[config.mk]
export PLATFORM = sky130hd
export DESIGN_NAME = vga_timing_flat
export DESIGN_NICKNAME = d
export VERILOG_FILES = /design/src/rtl/vga_pkg.sv /design/src/rtl/vga_timing_if.sv /design/src/rtl/vga_axis_counter.sv /design/src/rtl/vga_timing.sv /design/src/flat_wrapper.sv
export SDC_FILE = /design/constraint.sdc
export NUM_CORES = 1
export LEC_CHECK = 0
export ABC_AREA = 1
export CAP_MARGIN = 20
export CORE_MARGIN = 3
export CORE_UTILIZATION = 53
export CTS_BUF_LIST = sky130_fd_sc_hd__clkbuf_16
export DETAILED_ROUTE_END_ITERATION = 10
export GPL_ROUTABILITY_DRIVEN = 1
export PLACE_DENSITY_LB_ADDON = 0.08
export SETUP_SLACK_MARGIN = 0.3
export SKIP_CTS_REPAIR_TIMING = 1
export SYNTH_ARGS = -nofsm -noshare
export SYNTH_HDL_FRONTEND = slang
export SYNTH_SLANG_ARGS = --single-unit
[constraint.sdc]
create_clock -name clk -period 1.8 [get_ports clk]
set_clock_uncertainty 0.15 [all_clocks]
set_input_delay 0.36 -clock clk [delete_from_list [all_inputs] [get_ports clk]]
set_output_delay 0.36 -clock clk [all_outputs]
set_load 0.05 [all_outputs]
[src/rtl/vga_pkg.sv]
// vga_pkg
//   Shared VGA 640x480 @ 60 Hz timing constants: default visible/porch/sync
//   widths, line and frame totals, derived sync window bounds, the counter
//   width and a window-decode helper. Imported by the timing generator and
//   by the downstream pixel generators so both agree on the raster geometry.
package vga_pkg;

    localparam int VGA_CNT_W = 11;

    typedef logic [VGA_CNT_W-1:0] vga_cnt_t;

    localparam int VGA_H_VIS   = 640;
    localparam int VGA_H_FP    = 16;
    localparam int VGA_H_SYNC  = 96;
    localparam int VGA_H_BP    = 48;
    localparam int VGA_H_TOTAL = VGA_H_VIS + VGA_H_FP + VGA_H_SYNC + VGA_H_BP;

    localparam int VGA_V_VIS   = 480;
    localparam int VGA_V_FP    = 10;
    localparam int VGA_V_SYNC  = 2;
    localparam int VGA_V_BP    = 33;
    localparam int VGA_V_TOTAL = VGA_V_VIS + VGA_V_FP + VGA_V_SYNC + VGA_V_BP;

    localparam int VGA_H_SYNC_START = VGA_H_VIS + VGA_H_FP;
    localparam int VGA_H_SYNC_END   = VGA_H_SYNC_START + VGA_H_SYNC;
    localparam int VGA_V_SYNC_START = VGA_V_VIS + VGA_V_FP;
    localparam int VGA_V_SYNC_END   = VGA_V_SYNC_START + VGA_V_SYNC;

    // Half-open window test: lo <= x < hi.
    function automatic logic in_window(input vga_cnt_t x, input vga_cnt_t lo,
                                       input vga_cnt_t hi);
        return (x >= lo) && (x < hi);
    endfunction

endpackage

[src/rtl/vga_timing_if.sv]
// vga_timing_if
//   Raster timing bundle produced by vga_timing.
//     pix_en      one-clk strobe per pixel period
//     hcount      pixel column
//     vcount      line
//     blank       1 outside the visible area
//     hsync/vsync active-low sync pulses
//     frame_start one-clk pulse on the wrap to (0,0)
//     frame_cnt   8-bit frame counter (only with VGA_FRAME_CNT_EN defined)
//   master: the timing generator. slave: raster consumers.
interface vga_timing_if;
    import vga_pkg::*;

    logic     pix_en;
    vga_cnt_t hcount;
    vga_cnt_t vcount;
    logic     blank;
    logic     hsync;
    logic     vsync;
    logic     frame_start;
`ifdef VGA_FRAME_CNT_EN
    logic [7:0] frame_cnt;

    modport master (output pix_en, hcount, vcount, blank, hsync, vsync,
                    frame_start, frame_cnt);
    modport slave  (input  pix_en, hcount, vcount, blank, hsync, vsync,
                    frame_start, frame_cnt);
`else
    modport master (output pix_en, hcount, vcount, blank, hsync, vsync,
                    frame_start);
    modport slave  (input  pix_en, hcount, vcount, blank, hsync, vsync,
                    frame_start);
`endif

endinterface

[src/rtl/vga_axis_counter.sv]
// vga_axis_counter
//   One raster axis: mod-TOTAL counter with enable, wrap flag, next-value
//   active decode and registered active-low sync decode.
//     clk, rst_n  clock, asynchronous active-low reset
//     en          advance the counter this clock
//     count       registered count, 0..TOTAL-1
//     wrap        combinational: en is high and count is at TOTAL-1
//     active_nxt  combinational: next count lies in the visible region
//     sync_n      registered: low while count lies in [SYNC_START, SYNC_END)
module vga_axis_counter
    import vga_pkg::*;
#(
    parameter int TOTAL      = VGA_H_TOTAL,
    parameter int VIS        = VGA_H_VIS,
    parameter int SYNC_START = VGA_H_SYNC_START,
    parameter int SYNC_END   = VGA_H_SYNC_END
) (
    input  logic     clk,
    input  logic     rst_n,
    input  logic     en,
    output vga_cnt_t count,
    output logic     wrap,
    output logic     active_nxt,
    output logic     sync_n
);

    vga_cnt_t count_nxt;

    assign wrap = en && (count == vga_cnt_t'(TOTAL - 1));

    always_comb begin
        count_nxt = count;
        if (en) begin
            count_nxt = wrap ? '0 : count + vga_cnt_t'(1);
        end
    end

    // Decodes look at the next value so the registered outputs line up with
    // the count they describe rather than lagging it by one clock.
    assign active_nxt = (count_nxt < vga_cnt_t'(VIS));

    // Stage boundary: counter and sync register
    always_ff @(posedge clk or negedge rst_n) begin
        if (!rst_n) begin
            count  <= '0;
            sync_n <= 1'b1;
        end else begin
            count  <= count_nxt;
            sync_n <= !in_window(count_nxt, vga_cnt_t'(SYNC_START),
                                 vga_cnt_t'(SYNC_END));
        end
    end

endmodule

[src/rtl/vga_timing.sv]
// vga_timing
//   640x480 @ 60 Hz VGA raster timing generator. A clock divider produces the
//   pixel strobe; two chained axis counters produce hcount/vcount with
//   aligned blank and active-low hsync/vsync. Every output is a flop.
//     clk    system clock
//     rst_n  asynchronous active-low reset
//     vif    vga_timing_if.master: pix_en, hcount, vcount, blank, hsync,
//            vsync, frame_start (+ frame_cnt)
//   Optional: define VGA_FRAME_CNT_EN to add the 8-bit frame_cnt output, which
//   counts frame_start pulses modulo 256.
//   CLK_DIV must be 1 or 2.
module vga_timing
    import vga_pkg::*;
#(
    parameter int CLK_DIV = 2,
    parameter int H_VIS   = VGA_H_VIS,
    parameter int H_FP    = VGA_H_FP,
    parameter int H_SYNC  = VGA_H_SYNC,
    parameter int H_BP    = VGA_H_BP,
    parameter int V_VIS   = VGA_V_VIS,
    parameter int V_FP    = VGA_V_FP,
    parameter int V_SYNC  = VGA_V_SYNC,
    parameter int V_BP    = VGA_V_BP
) (
    input  logic         clk,
    input  logic         rst_n,
    vga_timing_if.master vif
);

    localparam int H_TOTAL = H_VIS + H_FP + H_SYNC + H_BP;
    localparam int V_TOTAL = V_VIS + V_FP + V_SYNC + V_BP;

    logic     div;
    logic     div_last;
    logic     pix_en;
    vga_cnt_t hcount;
    vga_cnt_t vcount;
    logic     h_wrap;
    logic     v_wrap;
    logic     h_active_nxt;
    logic     v_active_nxt;
    logic     hsync;
    logic     vsync;
    logic     blank;
    logic     frame_start;

    // With CLK_DIV=1 the divider is permanently at its last phase, so pix_en
    // stays high from the first clock after reset.
    assign div_last = (CLK_DIV == 1) ? 1'b1 : div;

    // Stage boundary: pixel divider
    always_ff @(posedge clk or negedge rst_n) begin
        if (!rst_n) begin
            div    <= 1'b0;
            pix_en <= 1'b0;
        end else begin
            div    <= (CLK_DIV == 1) ? 1'b0 : ~div;
            pix_en <= div_last;
        end
    end

    vga_axis_counter #(
        .TOTAL      (H_TOTAL),
        .VIS        (H_VIS),
        .SYNC_START (H_VIS + H_FP),
        .SYNC_END   (H_VIS + H_FP + H_SYNC)
    ) u_hcnt (
        .clk        (clk),
        .rst_n      (rst_n),
        .en         (pix_en),
        .count      (hcount),
        .wrap       (h_wrap),
        .active_nxt (h_active_nxt),
        .sync_n     (hsync)
    );

    // h_wrap already carries pix_en, so the line counter steps exactly once
    // per horizontal wrap.
    vga_axis_counter #(
        .TOTAL      (V_TOTAL),
        .VIS        (V_VIS),
        .SYNC_START (V_VIS + V_FP),
        .SYNC_END   (V_VIS + V_FP + V_SYNC)
    ) u_vcnt (
        .clk        (clk),
        .rst_n      (rst_n),
        .en         (h_wrap),
        .count      (vcount),
        .wrap       (v_wrap),
        .active_nxt (v_active_nxt),
        .sync_n     (vsync)
    );

    // Stage boundary: blank and frame pulse, aligned with the counters
    always_ff @(posedge clk or negedge rst_n) begin
        if (!rst_n) begin
            blank       <= 1'b0;
            frame_start <= 1'b0;
        end else begin
            blank       <= !(h_active_nxt && v_active_nxt);
            frame_start <= v_wrap;
        end
    end

`ifdef VGA_FRAME_CNT_EN
    logic [7:0] frame_cnt;

    // Steps on the same edge that raises frame_start, so the new count is
    // visible together with the pulse.
    always_ff @(posedge clk or negedge rst_n) begin
        if (!rst_n) begin
            frame_cnt <= 8'd0;
        end else if (v_wrap) begin
            frame_cnt <= frame_cnt + 8'd1;
        end
    end

    assign vif.frame_cnt = frame_cnt;
`endif

    assign vif.pix_en      = pix_en;
    assign vif.hcount      = hcount;
    assign vif.vcount      = vcount;
    assign vif.blank       = blank;
    assign vif.hsync       = hsync;
    assign vif.vsync       = vsync;
    assign vif.frame_start = frame_start;

endmodule

[src/flat_wrapper.sv]
// flat-port wrapper written by rule: the top's interface ports become plain ports
module vga_timing_flat import vga_pkg::*;
#(
    parameter int CLK_DIV = 2,
    parameter int H_VIS   = VGA_H_VIS,
    parameter int H_FP    = VGA_H_FP,
    parameter int H_SYNC  = VGA_H_SYNC,
    parameter int H_BP    = VGA_H_BP,
    parameter int V_VIS   = VGA_V_VIS,
    parameter int V_FP    = VGA_V_FP,
    parameter int V_SYNC  = VGA_V_SYNC,
    parameter int V_BP    = VGA_V_BP
)
  (clk, rst_n, vif_pix_en, vif_hcount, vif_vcount, vif_blank, vif_hsync, vif_vsync, vif_frame_start);
  vga_timing_if vif_i ();
  input  logic clk;
  input  logic rst_n;
  output wire logic [$bits(vif_i.pix_en)-1:0] vif_pix_en;
  output wire logic [$bits(vif_i.hcount)-1:0] vif_hcount;
  output wire logic [$bits(vif_i.vcount)-1:0] vif_vcount;
  output wire logic [$bits(vif_i.blank)-1:0] vif_blank;
  output wire logic [$bits(vif_i.hsync)-1:0] vif_hsync;
  output wire logic [$bits(vif_i.vsync)-1:0] vif_vsync;
  output wire logic [$bits(vif_i.frame_start)-1:0] vif_frame_start;
  assign vif_pix_en = vif_i.pix_en;
  assign vif_hcount = vif_i.hcount;
  assign vif_vcount = vif_i.vcount;
  assign vif_blank = vif_i.blank;
  assign vif_hsync = vif_i.hsync;
  assign vif_vsync = vif_i.vsync;
  assign vif_frame_start = vif_i.frame_start;
  vga_timing #(.CLK_DIV(CLK_DIV), .H_VIS(H_VIS), .H_FP(H_FP), .H_SYNC(H_SYNC), .H_BP(H_BP), .V_VIS(V_VIS), .V_FP(V_FP), .V_SYNC(V_SYNC), .V_BP(V_BP)) u_core (.clk(clk), .rst_n(rst_n), .vif(vif_i));
endmodule
Yosys cells after proc, flatten, opt, wreduce, memory -nomap -nowiden
Index checks and enable logic that the tools add are counted.
- flip-flop bits (word level): 28
- input port bits: 2
- logic and storage cells: 31
- bitwise logic cells: 1
- magnitude comparators: 6
- reductions and logical operators: 8
- equality and inequality tests: 2
- add/sub/neg operators: 2
- multiplexer cells: 4
- operator list (operator ; count):
    $mux 11 ; 4
    $add 11x1->11 const B ; 2
    $eq 11x10->1 const B ; 2
    $lt 11x10->1 const B ; 2
    $lt 11x9->1 const B ; 2
    $ge 11x10->1 const B ; 1
    $ge 11x9->1 const B ; 1
    $logic_and 1x1->1 ; 5
    $logic_not 1->1 ; 3
    $not 1->1 ; 1

Logic depth before layout (Yosys ltp)
- word-level depth: 8
- gate-level depth with buffers: 12

Modules after synthesis
From an unflattened synthesis, not the netlist that was laid out.
- cells, all modules: 234
- area, all modules: 1745.4 um^2
- by module, submodules not included (module ; area each (um^2) ; cells an instance ; times used):
    vga_axis_counter at u_core.u_vcnt ; 835.8 ; 118 ; 1
    vga_axis_counter at u_core.u_hcnt ; 802.0 ; 110 ; 1
    vga_timing ; 107.6 ; 6 ; 1

Worst setup path before layout
Ideal clock, no wire load.
- path kind: register to register
- from: reg u_core.u_vcnt.count[0]
- to: reg u_core.blank (netlist: u_core.vif.blank)
- arrival time: 1792 ps
- cell stages (with the launch flop): 11
- slack: -263 ps
- path through: dfrtp_1 -> ha_1 -> inv_1 -> nor2_4 -> nand2_2 -> nor2_1 -> nand3_1 -> nand2_1 -> nand2_1 -> a21oi_1 -> nand2_1
- word-level cells in the longest chain between the ends: 7
- elaborated cells between the ends (all ways): 8
- those cells by class: add/sub (1); order compare (1); eq/ne (1); mux (2); reduce/logical (3)
- RTL lines (item ; line ; source):
    start, declared ; vga_axis_counter.sv:21 ; output vga_cnt_t count,
    start signal, assigned ; vga_axis_counter.sv:48 ; count <= count_nxt;
    branches (longest 3 deep; another with $add 11x1->11) ; -- ;
    $mux 11 * ; vga_axis_counter.sv:33 ; if (en) begin
    $lt 11x9->1 * ; vga_axis_counter.sv:40 ; assign active_nxt = (count_nxt < vga_cnt_t'(VIS));
    $logic_and 1x1->1 * ; vga_timing.sv:100 ; blank <= !(h_active_nxt && v_active_nxt);
    $logic_not 1->1 * ; vga_timing.sv:100 ;
    end signal, assigned ; vga_timing.sv:100 ;
    end, declared ; vga_timing.sv:44 ; logic blank;
Mark *: on every way between the ends.

Final worst setup path
- from: reg u_core.u_vcnt.count[3]
- to: reg u_core.u_vcnt.sync_n
- word-level cells in the longest chain between the ends: 7
- elaborated cells between the ends (all ways): 9
- those cells by class: add/sub (1); order compare (2); eq/ne (1); mux (2); reduce/logical (3)
- RTL lines (item ; line ; source):
    branches (longest 3 deep; another with $add 11x1->11) ; -- ;
    $mux 11 * ; vga_axis_counter.sv:33 ;
    $ge 11x9->1 or $lt 11x9->1 (tied branches) ; vga_pkg.sv:32 ; return (x >= lo) && (x < hi);
    $logic_and 1x1->1 * ; vga_pkg.sv:32 ;
    $logic_not 1->1 * ; vga_axis_counter.sv:49 ; sync_n <= !in_window(count_nxt, vga_cnt_t'(SYNC_START),
    end signal, assigned ; vga_axis_counter.sv:49 ;
    end, declared ; vga_axis_counter.sv:24 ; output logic sync_n
Marks and branches as above.

==> results <==
-- cells in the mapped netlist (2+ instances only) --
library cell / number / area, µm²
a21oi_1: 4 / 20.0
dfrtp_1: 26 / 651
dfstp_2: 2 / 52.6
ha_1: 3 / 37.5
inv_1: 40 / 150
inv_2: 4 / 15.0
nand2_1: 53 / 199
nand2_2: 9 / 56.3
nand3_1: 20 / 100
nand3_2: 3 / 30.0
nand3_4: 2 / 35.0
nand3b_1: 2 / 15.0
nand4_1: 4 / 25.0
nor2_1: 19 / 71.3
nor2_2: 3 / 18.8
nor2_4: 5 / 56.3
nor3_1: 6 / 30.0
nor3_2: 3 / 30.0
o21ai_0: 6 / 30.0
o21ai_2: 3 / 26.3
xor2_1: 4 / 35.0
-- routing by layer --
layer  vias up  global-route usage  wire length (µm)
met5         -                   0                 0
met4         0               0.106               469
met3        50              0.0316               607
met2       165               0.464              3400
met1      1002               0.353              2640
li1        867                   -                 -
-- sequential cells by signal, indices dropped and copies added, names as in the netlist --
register	count
u_core.vif.frame_start	1
u_core.u_vcnt.count	11
u_core.u_vcnt.sync_n	1
u_core.vif.blank	1
u_core.div	1
u_core.u_hcnt.count	11
u_core.vif.pix_en	1
u_core.u_hcnt.sync_n	1
-- worst paths after layout --
check,start,endpoint,slack [ps]
max,u_core.u_vcnt.count[3],u_core.u_vcnt.sync_n,-240
min reg2reg,u_core.div,u_core.vif.pix_en,260
min,u_core.div,u_core.vif.pix_en,260
max reg2reg,u_core.u_vcnt.count[3],u_core.u_vcnt.sync_n,-240
min in group asynchronous,rst_n,u_core.u_hcnt.count[8],320
max in group asynchronous,rst_n,u_core.u_vcnt.sync_n,870
-- area by class of cell --
| type | instances | area (µm²) | share of cell area |
|---|---|---|---|
| clock inverters | 1 | 3.75 | 0.00127 |
| flip-flops and latches | 28 | 727 | 0.246 |
| well taps | 44 | 55.1 | 0.0186 |
| clock buffers | 3 | 75.1 | 0.0254 |
| multi-input cells | 157 | 1050 | 0.354 |
| repair buffers | 65 | 856 | 0.290 |
| inverters | 47 | 191 | 0.0648 |
-- cells by family (layout without fill, tap and decap cells) --
group,after synthesis,count (layout),share of synthesized area
flip-flops,28,28,0.391
AND/OR/NAND/NOR,134,135,0.406
AO/OA/AOI/OAI,15,15,0.0494
buffers and inverters,49,116,0.113
adder cells (fa/ha/maj),3,3,0.0209
XOR/XNOR,4,4,0.0195
-- critical path, cell delays in order (launching register included) --
cell and delay, ps:
dfrtp_2 470, inv_1 120, nor3b_2 420, nand2_1 150
nand2_1 100, nand2_2 80, nor2_4 100, nand3_1 100
nor2_1 170, nand2_1 100
-- report_power, final --
group          leakage [nW]  internal (mW)  total (mW)  switching [mW]
sequential            0.341          0.628       0.628               0
clock                0.0385          0.299       0.537           0.238
combinational          1.07        0.00331      0.0157          0.0124
total                  1.45          0.931        1.18           0.250
==> results.ini <==
[route]
vias_per_cell = 6.04
routed_wl_mm = 7.12
vias = 2084
ant_nets = 0
avgRoutedWirePerCell_um = 20.6
dr.pass1.iters = 5
drt_first_iter_violations = 195
drc_errors = 0

[floorplanning]
io_pins = 29
die_x_um = 64.2
start_util = 0.570
rows = 20
core_um2 = 3150
dieArea_um2 = 4130
fp.dieH_um = 64.2

[clock_tree]
clock_latency_ps = 270
clock_sinks = 28
cts_tree = built
clk_pin_slew_ps = 70
numCtsBuffers = 3
clock-root-buffer = clkbuf_16
cts_htree_levels = 1
cts_buffer_depth = 2

[layout]
diodes = 0
nets = 307
area_delta_synth_final_pct = 64.4
final_core_util = 0.937
finalInstanceArea_um2 = 2960
instances_no_fill = 345
drive_above_1_share = 0.522
layout_commonest_cell = nand2_1
nFillCells = 103
mostFrequentLayoutCells = nand2_1, inv_1, buf_12, buf_4, dfrtp_2

[critical_path]
reg2regPathDepth = 9
required_ps = 1840
worst-setup-path-type = reg2reg
cp-end-kind = flip-flop
critical_path.startpoint_type = flip-flop
crit_fanout = 4
arrival_ps = 2080

[min_path]
hold_depth = 0
min_path_type = reg2reg

[global_route]
grt_pass1_wl_mm = 8.78
grt_usage = 0.273
antenna_found_initial = 0
grt_max_degree = 29
grt_pass1_vias = 1869
grt_overflow = 0

[yosys]
synth-async-reset-ratio = 1.00
synth-edff-count = 0
syn_inst = 233
synth_fp_nets = 238
synth_warnings = 0
synth_cell_types = 33
ys_ff_latch = 28
yosys_most_used_dff = dfrtp_1
ys_seq_area_frac = 0.391
synth.cell_area_um2 = 1800
avgSynthCellArea_um2 = 7.72

[timing]
post-route-period-util = 1.13
setup_tns_ps = -518
maxSlewViolCount = 0
layout_setup_ws_ps = -236
worstMarginPinSlew_ps = 429
setup_viol = 3
timing.fmax_mhz = 491
slew_headroom = 0.713
fin_hold_ws_ps = 262
finalHoldViolCount = 0
fin_crit_ps = 2040
rsz0062_at_grt = true

[place]
dpl_cell_area_um2 = 2630
port_buffers = 28
dp_hpwl_mm = 3.88
gp_congestion = 0.871
place_inst = 329
dpl_worst_slack_ps = -32.3

[run]
cap_violations = 0

[pwr]
ir_drop_mv = 0.377
power_mw = 1.18
cellLeakagePower_nw = 1.45
p_per_area_nw_per_um2 = 400

[status]
failed_checks = setup timing
outcome = finished with violations

(Power assumes the default switching activity.)
